--- config.mk ---
export PLATFORM = sky130hd
export DESIGN_NAME = seg7_scan_ctrl_flat
export DESIGN_NICKNAME = d
export VERILOG_FILES = /design/src/rtl/seg7_pkg.sv /design/src/rtl/seg7_scan_ctrl_if.sv /design/src/rtl/seg7_hex_decode.sv /design/src/rtl/seg7_scan_ctrl.sv /design/src/flat_wrapper.sv
export SDC_FILE = /design/constraint.sdc
export NUM_CORES = 1
export LEC_CHECK = 0
export CORE_ASPECT_RATIO = 1.5
export CORE_MARGIN = 5
export CORE_UTILIZATION = 50
export DETAILED_ROUTE_END_ITERATION = 12
export GPL_ROUTABILITY_DRIVEN = 0
export PLACE_DENSITY = 0.76
export SETUP_SLACK_MARGIN = 0.4
export SYNTH_ARGS = -nofsm -noshare
export SYNTH_HDL_FRONTEND = slang
export SYNTH_SLANG_ARGS = --single-unit
--- constraint.sdc ---
create_clock -name clk -period 2.1 [get_ports clk]
set_input_delay 0.42 -clock clk [delete_from_list [all_inputs] [get_ports clk]]
set_output_delay 0.42 -clock clk [all_outputs]
set_load 0.005 [all_outputs]
--- src/rtl/seg7_pkg.sv ---
// Shared constants and types for the 8-digit seven-segment scanner.
// Segment patterns are active-low, bit order {g,f,e,d,c,b,a}.
package seg7_pkg;

  localparam int NUM_DIGITS = 8;
  localparam int IDX_W      = 3;

  localparam logic [6:0] SEG_BLANK = 7'h7F;

  // Entry n is the pattern for hex digit n
  localparam logic [15:0][6:0] HEX_SEG = {
    7'h0E, 7'h06, 7'h21, 7'h46,
    7'h03, 7'h08, 7'h10, 7'h00,
    7'h78, 7'h02, 7'h12, 7'h19,
    7'h30, 7'h24, 7'h79, 7'h40
  };

  typedef struct packed {
    logic [31:0] value;
    logic [7:0]  blank;
    logic [7:0]  dp;
  } upd_t;

  localparam upd_t ACT_RST = '{
    value: 32'h0,
    blank: 8'hFF,
    dp:    8'h00
  };

endpackage

--- src/rtl/seg7_scan_ctrl_if.sv ---
// Display-update handshake: one valid/ready
// transfer carries a full frame of digit data.
interface seg7_scan_ctrl_if;

  logic        valid;
  logic        ready;
  logic [31:0] value;
  logic [7:0]  blank;
  logic [7:0]  dp;

  modport master (
    output valid,
    output value,
    output blank,
    output dp,
    input  ready
  );

  modport slave (
    input  valid,
    input  value,
    input  blank,
    input  dp,
    output ready
  );

endinterface

--- src/rtl/seg7_hex_decode.sv ---
// Combinational hex nibble to active-low
// seven-segment pattern lookup.
module seg7_hex_decode
  import seg7_pkg::*;
(
  input  logic [3:0] hex,
  output logic [6:0] seg
);

  assign seg = HEX_SEG[hex];

endmodule

--- src/rtl/seg7_scan_ctrl.sv ---
// Multiplexed 8-digit seven-segment scanner
// with a frame-aligned double-buffered update.
module seg7_scan_ctrl
  import seg7_pkg::*;
#(
  parameter int CLK_HZ   = 100_000_000,
  parameter int DIGIT_HZ = 1000
) (
  input  logic             clk,
  input  logic             rst,
  input  logic             enable,
  seg7_scan_ctrl_if.slave  upd,
  output logic             frame_done,
  output logic [6:0]       SEG,
  output logic [7:0]       AN,
  output logic             DP
);

  localparam int DIV = CLK_HZ / DIGIT_HZ;
  localparam int PW  = (DIV < 2) ? 1 : $clog2(DIV);
  localparam logic [PW-1:0] LAST = PW'(DIV - 1);

  if (DIV < 2) begin : g_div_chk
    $error("seg7_scan_ctrl: CLK_HZ/DIGIT_HZ must be >= 2");
  end

  logic [PW-1:0]    presc;
  logic [IDX_W-1:0] idx;
  logic             pend_vld;
  upd_t             pend;
  upd_t             act;
  logic             tick;
  logic             wrap;
  logic             accept;
  logic             commit;
  logic [3:0]       nib;
  logic [6:0]       seg_dec;

  assign upd.ready = ~pend_vld;
  assign accept    = upd.valid & ~pend_vld;
  assign tick      = enable & (presc == LAST);
  assign wrap      = tick & (idx == IDX_W'(NUM_DIGITS - 1));

  // Dark display has no frame to tear, so commit at once
  assign commit = pend_vld & (enable ? wrap : 1'b1);

  assign nib = act.value[{idx, 2'b00} +: 4];

  seg7_hex_decode u_dec (
    .hex (nib),
    .seg (seg_dec)
  );

  always_ff @(posedge clk) begin
    if (rst) begin
      presc      <= '0;
      idx        <= '0;
      frame_done <= 1'b0;
    end else begin
      if (!enable) begin
        presc <= '0;
        idx   <= '0;
      end else if (tick) begin
        presc <= '0;
        idx   <= idx + IDX_W'(1);
      end else begin
        presc <= presc + PW'(1);
      end
      frame_done <= wrap;
    end
  end

  always_ff @(posedge clk) begin
    if (rst) begin
      pend_vld <= 1'b0;
      pend     <= '0;
      act      <= ACT_RST;
    end else if (accept) begin
      pend_vld <= 1'b1;
      pend     <= '{
        value: upd.value,
        blank: upd.blank,
        dp:    upd.dp
      };
    end else if (commit) begin
      pend_vld <= 1'b0;
      act      <= pend;
    end
  end

  always_ff @(posedge clk) begin
    if (rst) begin
      SEG <= SEG_BLANK;
      AN  <= '1;
      DP  <= 1'b1;
    end else if (!enable || act.blank[idx]) begin
      SEG <= SEG_BLANK;
      AN  <= '1;
      DP  <= 1'b1;
    end else begin
      SEG <= seg_dec;
      AN  <= ~(8'b1 << idx);
      DP  <= ~act.dp[idx];
    end
  end

endmodule
--- src/flat_wrapper.sv ---
// flat-port wrapper written by rule: the top's interface ports become plain ports
module seg7_scan_ctrl_flat import seg7_pkg::*;
#(
  parameter int CLK_HZ   = 100_000_000,
  parameter int DIGIT_HZ = 1000
)
  (clk, rst, enable, frame_done, SEG, AN, DP, upd_valid, upd_value, upd_blank, upd_dp, upd_ready);
  seg7_scan_ctrl_if upd_i ();
  input  logic clk;
  input  logic rst;
  input  logic enable;
  output logic frame_done;
  output logic [6:0] SEG;
  output logic [7:0] AN;
  output logic DP;
  input wire logic [$bits(upd_i.valid)-1:0] upd_valid;
  input wire logic [$bits(upd_i.value)-1:0] upd_value;
  input wire logic [$bits(upd_i.blank)-1:0] upd_blank;
  input wire logic [$bits(upd_i.dp)-1:0] upd_dp;
  output wire logic [$bits(upd_i.ready)-1:0] upd_ready;
  assign upd_i.valid = upd_valid;
  assign upd_i.value = upd_value;
  assign upd_i.blank = upd_blank;
  assign upd_i.dp = upd_dp;
  assign upd_ready = upd_i.ready;
  seg7_scan_ctrl #(.CLK_HZ(CLK_HZ), .DIGIT_HZ(DIGIT_HZ)) u_core (.clk(clk), .rst(rst), .enable(enable), .upd(upd_i), .frame_done(frame_done), .SEG(SEG), .AN(AN), .DP(DP));
endmodule
Word level (Yosys, flattened, before mapping)
Memory sizes are Yosys's and may differ from the RTL's. A register that Yosys moved wholly into a read port is not among the register bits. Cells that the tools add are included.

Bits in registers: 127. Bits in read-only memories: 112. Input bits: 52. Output and inout bits: 18. Logic and storage cells: 43. Memories kept: 1.

Memory list: (no name shown) (words 16, width 7, rd ports 1, clocked after Yosys merged registers in 1, write ports 0, RTL line seg7_hex_decode.sv:10) `assign seg = HEX_SEG[hex];`.

$add $sub $neg: 2. Order comparisons: 1. Equal/unequal tests: 2. Shift-type cells: 2. Mux-type cells: 7. Bitwise gates (word level): 9. Reductions and logical operators: 7.

Operator list (count): variable part select 32 x 6 -> 4 bit (1); adder 17 x 1 -> 17 bit, second input constant (1); equality test 17 bit, second input constant (1); inverter 8 bit (1); << shifter 1 x 3 -> 8 bit, first input constant (1); binary-select mux 1 bit (select 3 bit) (2); 2-to-1 mux 1 bit (5); AND 1 bit (4); < comparator 3 x 4 -> 1 bit, second input constant (1); inverter 1 bit (4); OR reduction 2 bit (2); adder 3 x 1 -> 3 bit, second input constant (1); equality test 3 bit, second input constant (1); OR reduction 3 bit (1); AND reduction 2 bit (1); nonzero test 2 bit (1); zero test 1 bit (1); logical OR 1 bit (1).

Longest topological paths before layout
Gate-level depths: netlist (run 1).

Depth in word-level cells: 7. Depth in mapped cells: 11. Mapped depth without buffers: 9.

Hierarchy
A second synthesis (run 1) with hierarchy kept.

Cells, all modules: 640. Area total of the unflattened synthesis: 5825.6 µm².

Modules (own cells, without submodules): seg7_scan_ctrl (instances 1, cells each 608, area each 5550.3 µm²); seg7_hex_decode (instances 1, cells each 32, area each 275.3 µm²).

Least setup slack after synthesis (run 1)
Ideal clock, no wire load.

Path kind: reg2reg. Start point: reg u_core.idx[0]. End point: reg u_core.SEG[3]. Setup time: 133 ps. Data arrival time: 2222 ps. Required time: 1967 ps. Setup slack: -255 ps. Cell stages (with the launch flop): 11. Path through: dfxtp_1 -> buf_4 -> buf_6 -> mux4_2 -> mux2i_1 -> inv_1 -> ha_1 -> inv_1 -> nor3_1 -> a211oi_1 -> o21ai_0.

Longest elaborated chain between the ends: 4. Elaborated cells between the ends (all ways): 5. Those cells by class: shift: 1; mux: 2; reduce/logical: 2.

Ends and longest elaborated chain: start: declaration (RTL line seg7_scan_ctrl.sv:28) `logic [IDX_W-1:0] idx;`; start signal: assignment (RTL line seg7_scan_ctrl.sv:65) `idx <= idx + IDX_W'(1);`; binary-select mux 1 bit (select 3 bit) (RTL line seg7_scan_ctrl.sv:96) `end else if (!enable || act.blank[idx]) begin`; 2-to-1 mux 1 bit (implied by the code) (RTL line seg7_scan_ctrl.sv:96); logical OR 1 bit (RTL line seg7_scan_ctrl.sv:96); OR reduction 2 bit (no line); end: declaration (RTL line seg7_scan_ctrl.sv:14) `output logic [6:0] SEG,`.

Several ways; a longest one is shown, not always the timed one. The select of a mux whose other input is x is not followed. A chain may end at the register's enable or synchronous reset.

Worst setup path after layout (run 1)
Start point: reg u_core.presc[8]. End point: reg u_core.act[15] in the netlist's numbering.

Longest elaborated chain between the ends: 6.

Ends and longest elaborated chain: start: declaration (RTL line seg7_scan_ctrl.sv:27) `logic [PW-1:0] presc;`; start signal: assignment (RTL line seg7_scan_ctrl.sv:67) `presc <= presc + PW'(1);`; equality test 17 bit (RTL line seg7_scan_ctrl.sv:41) `assign tick = enable & (presc == LAST);`; AND 1 bit (RTL line seg7_scan_ctrl.sv:41); AND 1 bit (RTL line seg7_scan_ctrl.sv:42) `assign wrap = tick & (idx == IDX_W'(NUM_DIGITS - 1));`; 2-to-1 mux 1 bit (RTL line seg7_scan_ctrl.sv:45) `assign commit = pend_vld & (enable ? wrap : 1'b1);`; AND 1 bit (RTL line seg7_scan_ctrl.sv:45); AND reduction 2 bit (no line); end signal: assignment (RTL line seg7_scan_ctrl.sv:87) `act <= pend;`; end: declaration (RTL line seg7_scan_ctrl.sv:31) `upd_t act;`.

Every way passes these cells.

==> results.tsv, run 1 <==
stage	metric	value	unit
logic_synthesis	post-synthesis xor/xnor area fraction	0.02425	
routing	DR WL/cell	19.27	microns
critical_path	startpoint types	flop	
grt	grt ovf	0	
timing	worst slew pin tran	0.5247	ns
die	Core Rows	48	
timing	clock skew	0.01624	ns
grt	first-pass GRT wire length	23260	microns
outcome	failing checks	setup timing	
clocking	# H-tree levels	4	
hold_path	WHS Endpoint	u_core.pend[47]	
logic_synthesis	area leader, netlist	dfxtp_1	
timing	max_slew headroom	0.6473	
critical_path	worst endpoint required time	2.43	ns
logic_synthesis	Syn Area/Cell	9.188	sq um
logic_synthesis	ys async rst share	0	
die	Die W	97.78	microns
power_and_ir_drop	worst vdd ir	0.0005372	V
timing	RSZ-0062 raised after global routing	true	
clocking	Clock Path Buffers	2	
logic_synthesis	Yosys top cell area share	0.4642	
routing	routed vias/inst	5.484	
logic_synthesis	main combinational cell family by area after synthesis	simple AND/OR/NAND/NOR gates	
outcome	status	finished with violations	
logic_synthesis	FF+latch count, synth	134	
critical_path	reg2reg start	u_core.presc[8]	
clocking	# hold bufs at CTS	0	
timing	post-route setup TNS	-0.2963	ns
clocking	CTS tree	yes	
cells_and_area	Layout area overhead	42.02	%
critical_path	cells along the critical path	or4b_4, nor4_4, a21boi_2, nor2_4, buf_6, buf_12, mux2i_2	
hold_path	Hold Path Class	input port to flop	
grt	maximum number of pins on one net before global-route repair	51	
cells_and_area	final net count	802	
logic_synthesis	simple-gate share of the synthesized area	0.2366	
die	die height	141.7	microns
routing	DR vias	4930	
clocking	CTS root buffer	clkbuf_16	
clocking	clk slew on worst S/H paths	0.06	ns
die	top-level I/O count	70	
run	MaxCap Viol Count	0	
critical_path	r2r worst-path depth	7	
die	Core ar.	11410	sq um
logic_synthesis	mux cell area share after synthesis	0.1403	
logic_synthesis	number of enable flip-flop cells after synthesis	0	
critical_path	Worst path slowest cell	or4b_4	
timing	Final Slew Violations	0	
timing	WHS	0.3356	ns
place	pre-CTS setup slack	-0.03351	ns
critical_path	CP max FO	6	
critical_path	kind of critical path	flop to flop	
timing	Final min period	2.152	ns
place	DPL Wire Length	8334	microns
logic_synthesis	Synth Area in Adders	0.02814	
die	total die area	13850	sq um
critical_path	CP peak stage delay	0.54	ns
die	initial core utilization	0.5065	
critical_path	largest delay contributor family on the critical path	simple AND/OR/NAND/NOR gates	
logic_synthesis	Post-synth top flop	dfxtp_1	
routing	post-route ant nets	0	
routing	Post-route DRC	0	
timing	Final period util	1.025	
grt	GRT Total Usage	0.2094	
logic_synthesis	Mapped Area	5779	sq um
critical_path	CP endpoint kind	flop	
hold_path	min-delay src	rst	
power_and_ir_drop	pwr/cell area	768.5	nW/um^2
cells_and_area	layout cells sized above 1	0.2457	
clocking	Clock Sinks	134	
logic_synthesis	Ys Warns	0	
critical_path	r2r setup slk	-0.05	ns
logic_synthesis	most instantiated library cell after synthesis	dfxtp_1	
logic_synthesis	Unique masters post-synth	43	
logic_synthesis	top cells by area, synth	dfxtp_1 (46%), mux2i_1 (9.4%), nand2b_1 (9.0%), nand2_1 (7.9%), a21oi_1 (4.6%)	
timing	fmax	464.7	MHz
critical_path	CP bufs+invs	2	
clocking	Worst-Skew Late Latency	0.43	ns
logic_synthesis	fraction of the mapped netlist area in compound gates	0.06387	
hold_path	Min-Delay Path Depth	2	
timing	final setup vio count	13	
clocking	CTS buffer count	17	
grt	vias in the first global route	4807	
timing	final setup margin	-0.05208	ns
logic_synthesis	list of most frequent post-synthesis cells	dfxtp_1 (134), nand2_1 (121), nand2b_1 (83), mux2i_1 (54), a21oi_1 (53)	
logic_synthesis	register area share after synthesis	0.4642	
critical_path	CP arrival	2.48	ns
routing	final wirelength	17320	microns
logic_synthesis	synthesized instance count	629	
logic_synthesis	syn nets	694	
grt	initial antenna violation count	0	
cells_and_area	fin util	0.7193	
routing	1st-pass router iterations	7	
cells_and_area	Filler Cell Count	747	
routing	DRT iter0 DRCs	470	
place	port buffer count	69	
power_and_ir_drop	P_leak	2.976	nW
timing	final hold vios	0	
critical_path	Crit Reg-Reg Endpoint	u_core.act[15]	
cells_and_area	Antenna Cells	0	
==> routing by layer <==
| metal | global-route usage | vias to the layer above | wire, microns |
|---|---|---|---|
| li1 | - | 2302 | - |
| met1 | 0.2371 | 2376 | 6605 |
| met2 | 0.3708 | 200 | 9262 |
| met3 | 0.04476 | 52 | 863 |
| met4 | 0.1043 | 0 | 590 |
| met5 | 0 | - | 0 |
==> flip-flops by register name (all words and copies together), names as in the netlist <==
register / count
u_core.AN: 8
u_core.DP: 1
u_core.SEG: 7
u_core.act: 48
u_core.frame_done: 1
u_core.idx: 3
u_core.pend: 48
u_core.pend_vld: 1
u_core.presc: 17
==> layout make-up <==
cell class                      count  area (sq um)  area share
Inverter                           10         47.55    0.005793
Sequential cell                   134          2698      0.3287
Clock inverter                     10         153.9     0.01875
Clock buffer                       21         450.4     0.05488
Multi-Input combinational cell    449          3344      0.4075
Timing Repair Buffer              125          1326      0.1616
Tap cell                          150         187.7     0.02287
==> metrics by stage <==
step / instance area, sq um / cells / total power, mW
2_1_floorplan: 5841 / 629 / 2.970
3_3_place_gp: 6700 / 830 / 3.133
3_5_place_dp: 6700 / 830 / 3.147
4_1_cts: 7875 / 887 / 6.234
5_1_grt: 8208 / 899 / 6.484
6_report: 8208 / 899 / 6.308
==> how the worst max path moves through the flow <==
stage                                start              to  slack, ns  cells after the start
after detailed placement     u_core.idx[0]   u_core.SEG[6]      -0.03                      8
after global routing       u_core.presc[0]  u_core.act[35]      -0.14                      8
after floorplan              u_core.idx[0]   u_core.SEG[3]       0.04                     10
after CTS                 u_core.presc[14]  u_core.act[33]       0.01                      7
final                      u_core.presc[8]  u_core.act[15]      -0.05                      7
after global placement     u_core.presc[8]  u_core.act[21]       0.05                      6
==> cells in the final DEF, fill, tap and decap left out, drive strengths merged, types with 7 or more instances in the layout <==
cell           count
nand3              9
xor2               7
nand2            121
inv               10
mux4              10
clkbuf            22
xnor2              9
buf               56
dfxtp            134
a21oi             53
mux2i             54
clkdlybuf4s50     67
nor2              42
nand2b            85
ha                13
==> what timing repair did <==
item                                    in CTS  in global routing
setup buffers                               20                 11
resized for setup                           79                 53
pin swaps                                   23                 30
endpoints found under the setup margin      87                 83
gates cloned                                 6                  1
==> report_power, final <==
part	total (mW)	internal (mW)	switching, mW
registers	2.68	2.62	0.0536
clock network	3.11	2.00	1.10
logic	0.525	0.275	0.250
total	6.31	4.90	1.41
==> cells by family (layout without fill, tap and decap cells) <==
kind of cell	count (synthesis)	count (layout)
xor+xnor	16	16
mux	68	69
buf+inv	49	166
fa+ha+maj	13	13
flops	134	134
compound gates	68	68
simple gates	281	283
Power figures use the tool's default switching activity.
==> run 2: changes to the inputs <==
--- a/config.mk
+++ b/config.mk
@@ -6,7 +6,6 @@
 export NUM_CORES = 1
 export LEC_CHECK = 0
 export CORE_ASPECT_RATIO = 1.5
-export CORE_MARGIN = 5
 export CORE_UTILIZATION = 50
 export DETAILED_ROUTE_END_ITERATION = 12
 export GPL_ROUTABILITY_DRIVEN = 0
==> run 2 against run 1 <==
Effect of this change:
- the flow still finishes with violations (setup timing)
- core utilization rose by 0.37 points
- combinational power fell by 7.0%
- first-iteration DRC count fell by 54%
- sequential cell count did not move
- clock-buffer cell count rose by 4
- fmax rose by 0.12%
- sequential share of layout area rose by 0.51 points
- global-route usage rose by 3.1 points
- clock skew fell by 0.0055 ns
- sequential power barely moved
- largest power group unchanged
- highest routed layer unchanged
==> results.tsv, run 2 (synthesized netlist as in run 1, its figures left out) <==
stage	metric	value	unit	change
timing	RSZ-0062 raised after global routing	true		
timing	Final Slew Violations	0		unchanged
critical_path	CP Launch Point	u_core.presc[15]		
cells_and_area	Layout area overhead	39.77	%	
critical_path	worst endpoint required time	2.44	ns	about the same
power_and_ir_drop	Net Sw Frac	0.2181		-0.005021
clocking	clk slew on worst S/H paths	0.06	ns	about the same
power_and_ir_drop	worst vdd ir	0.0005334	V	-0.71%
timing	final hold vios	0		unchanged
clocking	CTS root buffer	clkbuf_16		
critical_path	r2r worst-path depth	7		unchanged
cells_and_area	commonest cells after routing, fill and taps aside	dfxtp_1 (127), nand2_1 (115), nand2b_1 (82)		
grt	grt ovf	0		unchanged
critical_path	reg2reg start	u_core.presc[15]		
outcome	status	finished with violations		
routing	routed vias/inst	5.291		-3.5%
outcome	failing checks	setup timing		
cells_and_area	layout cells sized above 1	0.2219		-0.02374
critical_path	CP arrival	2.49	ns	about the same
critical_path	CP endpoint kind	flop		
die	top-level I/O count	70		unchanged
power_and_ir_drop	combinational fraction of design power	0.078		-0.005
power_and_ir_drop	Switch Pwr	1.369	mW	-2.7%
hold_path	Min-Delay Path Depth	2		unchanged
die	die height	133.7	microns	-5.6%
critical_path	kind of critical path	flop to flop		
clocking	# H-tree levels	4		unchanged
grt	first-pass GRT wire length	22720	microns	-2.3%
critical_path	largest delay contributor family on the critical path	simple AND/OR/NAND/NOR gates		
grt	initial antenna violation count	0		unchanged
routing	final wirelength	14510	microns	-16%
clocking	CTS tree	yes		
cells_and_area	Antenna Cells	0		unchanged
routing	DRT iter0 DRCs	217		-54%
place	pre-CTS setup slack	0.002551	ns	+0.03606 ns
critical_path	startpoint types	flop		
hold_path	WHS Endpoint	u_core.pend[32]		
cells_and_area	commonest non-fill, non-tap cell in the layout	dfxtp_1		
power_and_ir_drop	P_leak	2.903	nW	-2.5%
place	placed cell count	822		-0.96%
hold_path	Hold Path Class	flop to flop		
grt	maximum number of pins on one net before global-route repair	98		+92%
timing	clock skew	0.01074	ns	-0.005499 ns
die	initial core utilization	0.5172		+0.01078
hold_path	min-delay src	u_core.pend[32]		
routing	Post-route DRC	0		unchanged
power_and_ir_drop	pwr/cell area	777.3	nW/um^2	+1.1%
timing	Final period util	1.024		-0.001226
cells_and_area	fin util	0.7230		+0.003658
die	Core ar.	11170	sq um	-2.1%
routing	DR WL/cell	16.38	microns	-15%
critical_path	CP max FO	7		+1
routing	post-route ant nets	0		unchanged
timing	max_slew headroom	0.6833		+0.03595
timing	Final min period	2.150	ns	-0.002575 ns
cells_and_area	final net count	791		-1.4%
timing	worst slew pin tran	0.4712	ns	-0.05348 ns
clocking	Worst-Skew Late Latency	0.42	ns	about the same
place	port buffer count	69		unchanged
routing	1st-pass router iterations	5		-2
cells_and_area	Largest regs	u_core.act: 48 flops, u_core.pend: 48 flops, u_core.presc: 17 flops		
cells_and_area	area of the multi-input gates	3281	sq um	-1.9%
cells_and_area	sequential cell area	2696	sq um	about the same
critical_path	cells along the critical path	or4b_4, nor4_4, a21boi_2, nor2_4, buf_12, clkbuf_16, mux2i_1		
critical_path	r2r setup slk	-0.05	ns	about the same
cells_and_area	Filler Cell Count	733		-1.9%
die	total die area	12000	sq um	-13%
timing	final setup vio count	8		-5
power_and_ir_drop	clock network fraction of design power	0.497		+0.005
grt	vias in the first global route	4721		-1.8%
place	DPL Wire Length	7932	microns	-4.8%
power_and_ir_drop	part of the power in registers	0.426		+0.002
critical_path	CP peak stage delay	0.51	ns	-0.03 ns
critical_path	CP bufs+invs	2		unchanged
die	Core Rows	47		-2.1%
power_and_ir_drop	cell internal pwr	4.910	mW	+0.19%
timing	fmax	465.2	MHz	+0.12%
critical_path	Crit Reg-Reg Endpoint	u_core.act[21]		
clocking	Clock Path Buffers	2		unchanged
routing	DR vias	4688		-4.9%
run	MaxCap Viol Count	0		unchanged
clocking	Clock Sinks	134		unchanged
grt	GRT Total Usage	0.2403		+0.03093
cells_and_area	final instance count without filler cells	886		-1.4%
timing	final setup margin	-0.04950	ns	+0.002576 ns
critical_path	Worst path slowest cell	or4b_4		
clocking	CTS buffer count	17		unchanged
die	Die W	89.78	microns	-8.2%
==> run 2: cell count changes in the layout (fill, tap and decap cells not counted), moves of 4 or more <==
cell	previous run	this run
buf_6	21	15
buf_4	27	19
buf_12	5	10
clkbuf_8	1	5
==> run 2: cell type report <==
class / count / area share
Tap cell: 147 / 0.02277
Multi-Input combinational cell: 449 / 0.4061
Inverter: 10 / 0.005886
Clock buffer: 25 / 0.06258
Timing Repair Buffer: 114 / 0.1544
Sequential cell: 134 / 0.3338
Clock inverter: 7 / 0.01441
==> run 2: how the worst max path moves through the flow <==
| stage | depth (start not counted) | slack, ns | to |
|---|---|---|---|
| CTS | 7 | -0.004 | u_core.act[46] |
| global route | 7 | -0.17 | u_core.act[21] |
| global placement | 6 | 0.07 | u_core.act[23] |
| floorplan | 10 | 0.04 | u_core.SEG[3] |
| finish | 7 | -0.05 | u_core.act[21] |
| detailed placement | 6 | 0.003 | u_core.act[18] |
==> run 2: worst register-to-register path, delay by kind of cell, from the launching register on <==
| family | cells | cell delay [ns] |
|---|---|---|
| multiplexers | 1 | 0.21 |
| buffers and inverters | 2 | 0.30 |
| AO/OA/AOI/OAI | 1 | 0.14 |
| flip-flops | 1 | 0.40 |
| AND/OR/NAND/NOR | 3 | 1.03 |
==> run 2: stage by stage <==
| step | setup TNS (ns) | cell area (sq um) | hold WS (ns) | total power, mW |
|---|---|---|---|---|
| 2_1_floorplan | 0 | 5841 | 0.4175 | 2.970 |
| 3_3_place_gp | 0 | 6684 | 0.4275 | 3.134 |
| 3_5_place_dp | 0 | 6684 | 0.4377 | 3.147 |
| 4_1_cts | -0.005203 | 7841 | 0.4496 | 6.262 |
| 5_1_grt | -4.233 | 8078 | 0.4683 | 6.481 |
| 6_report | -0.1209 | 8078 | 0.4541 | 6.279 |
==> run 2: metal layers <==
metal | global-route usage | wire [microns] | vias to the layer above
met4 | 0.1302 | 432 | 0
met5 | 0 | 0 | -
li1 | - | - | 2276
met2 | 0.4256 | 7779 | 150
met1 | 0.2703 | 5700 | 2224
met3 | 0.04737 | 596 | 38
==> run 2: repair_timing <==
item	4_1_cts	5_1_grt
gates cloned	4	1
hold buffers	0	0
gates resized for setup	77	35
pin swaps	21	25
setup endpoints to repair	87	87
setup buffers	19	8
==> run 2: power groups by stage <==
| stage | Clock (mW) | Combinational, mW | Sequential (mW) |
|---|---|---|---|
| CTS | 3.13 | 0.462 | 2.67 |
| finish | 3.12 | 0.488 | 2.67 |
| floorplan | 0 | 0.260 | 2.71 |
| global route | 3.27 | 0.532 | 2.68 |
| detailed placement | 0 | 0.422 | 2.73 |
| global placement | 0 | 0.412 | 2.72 |
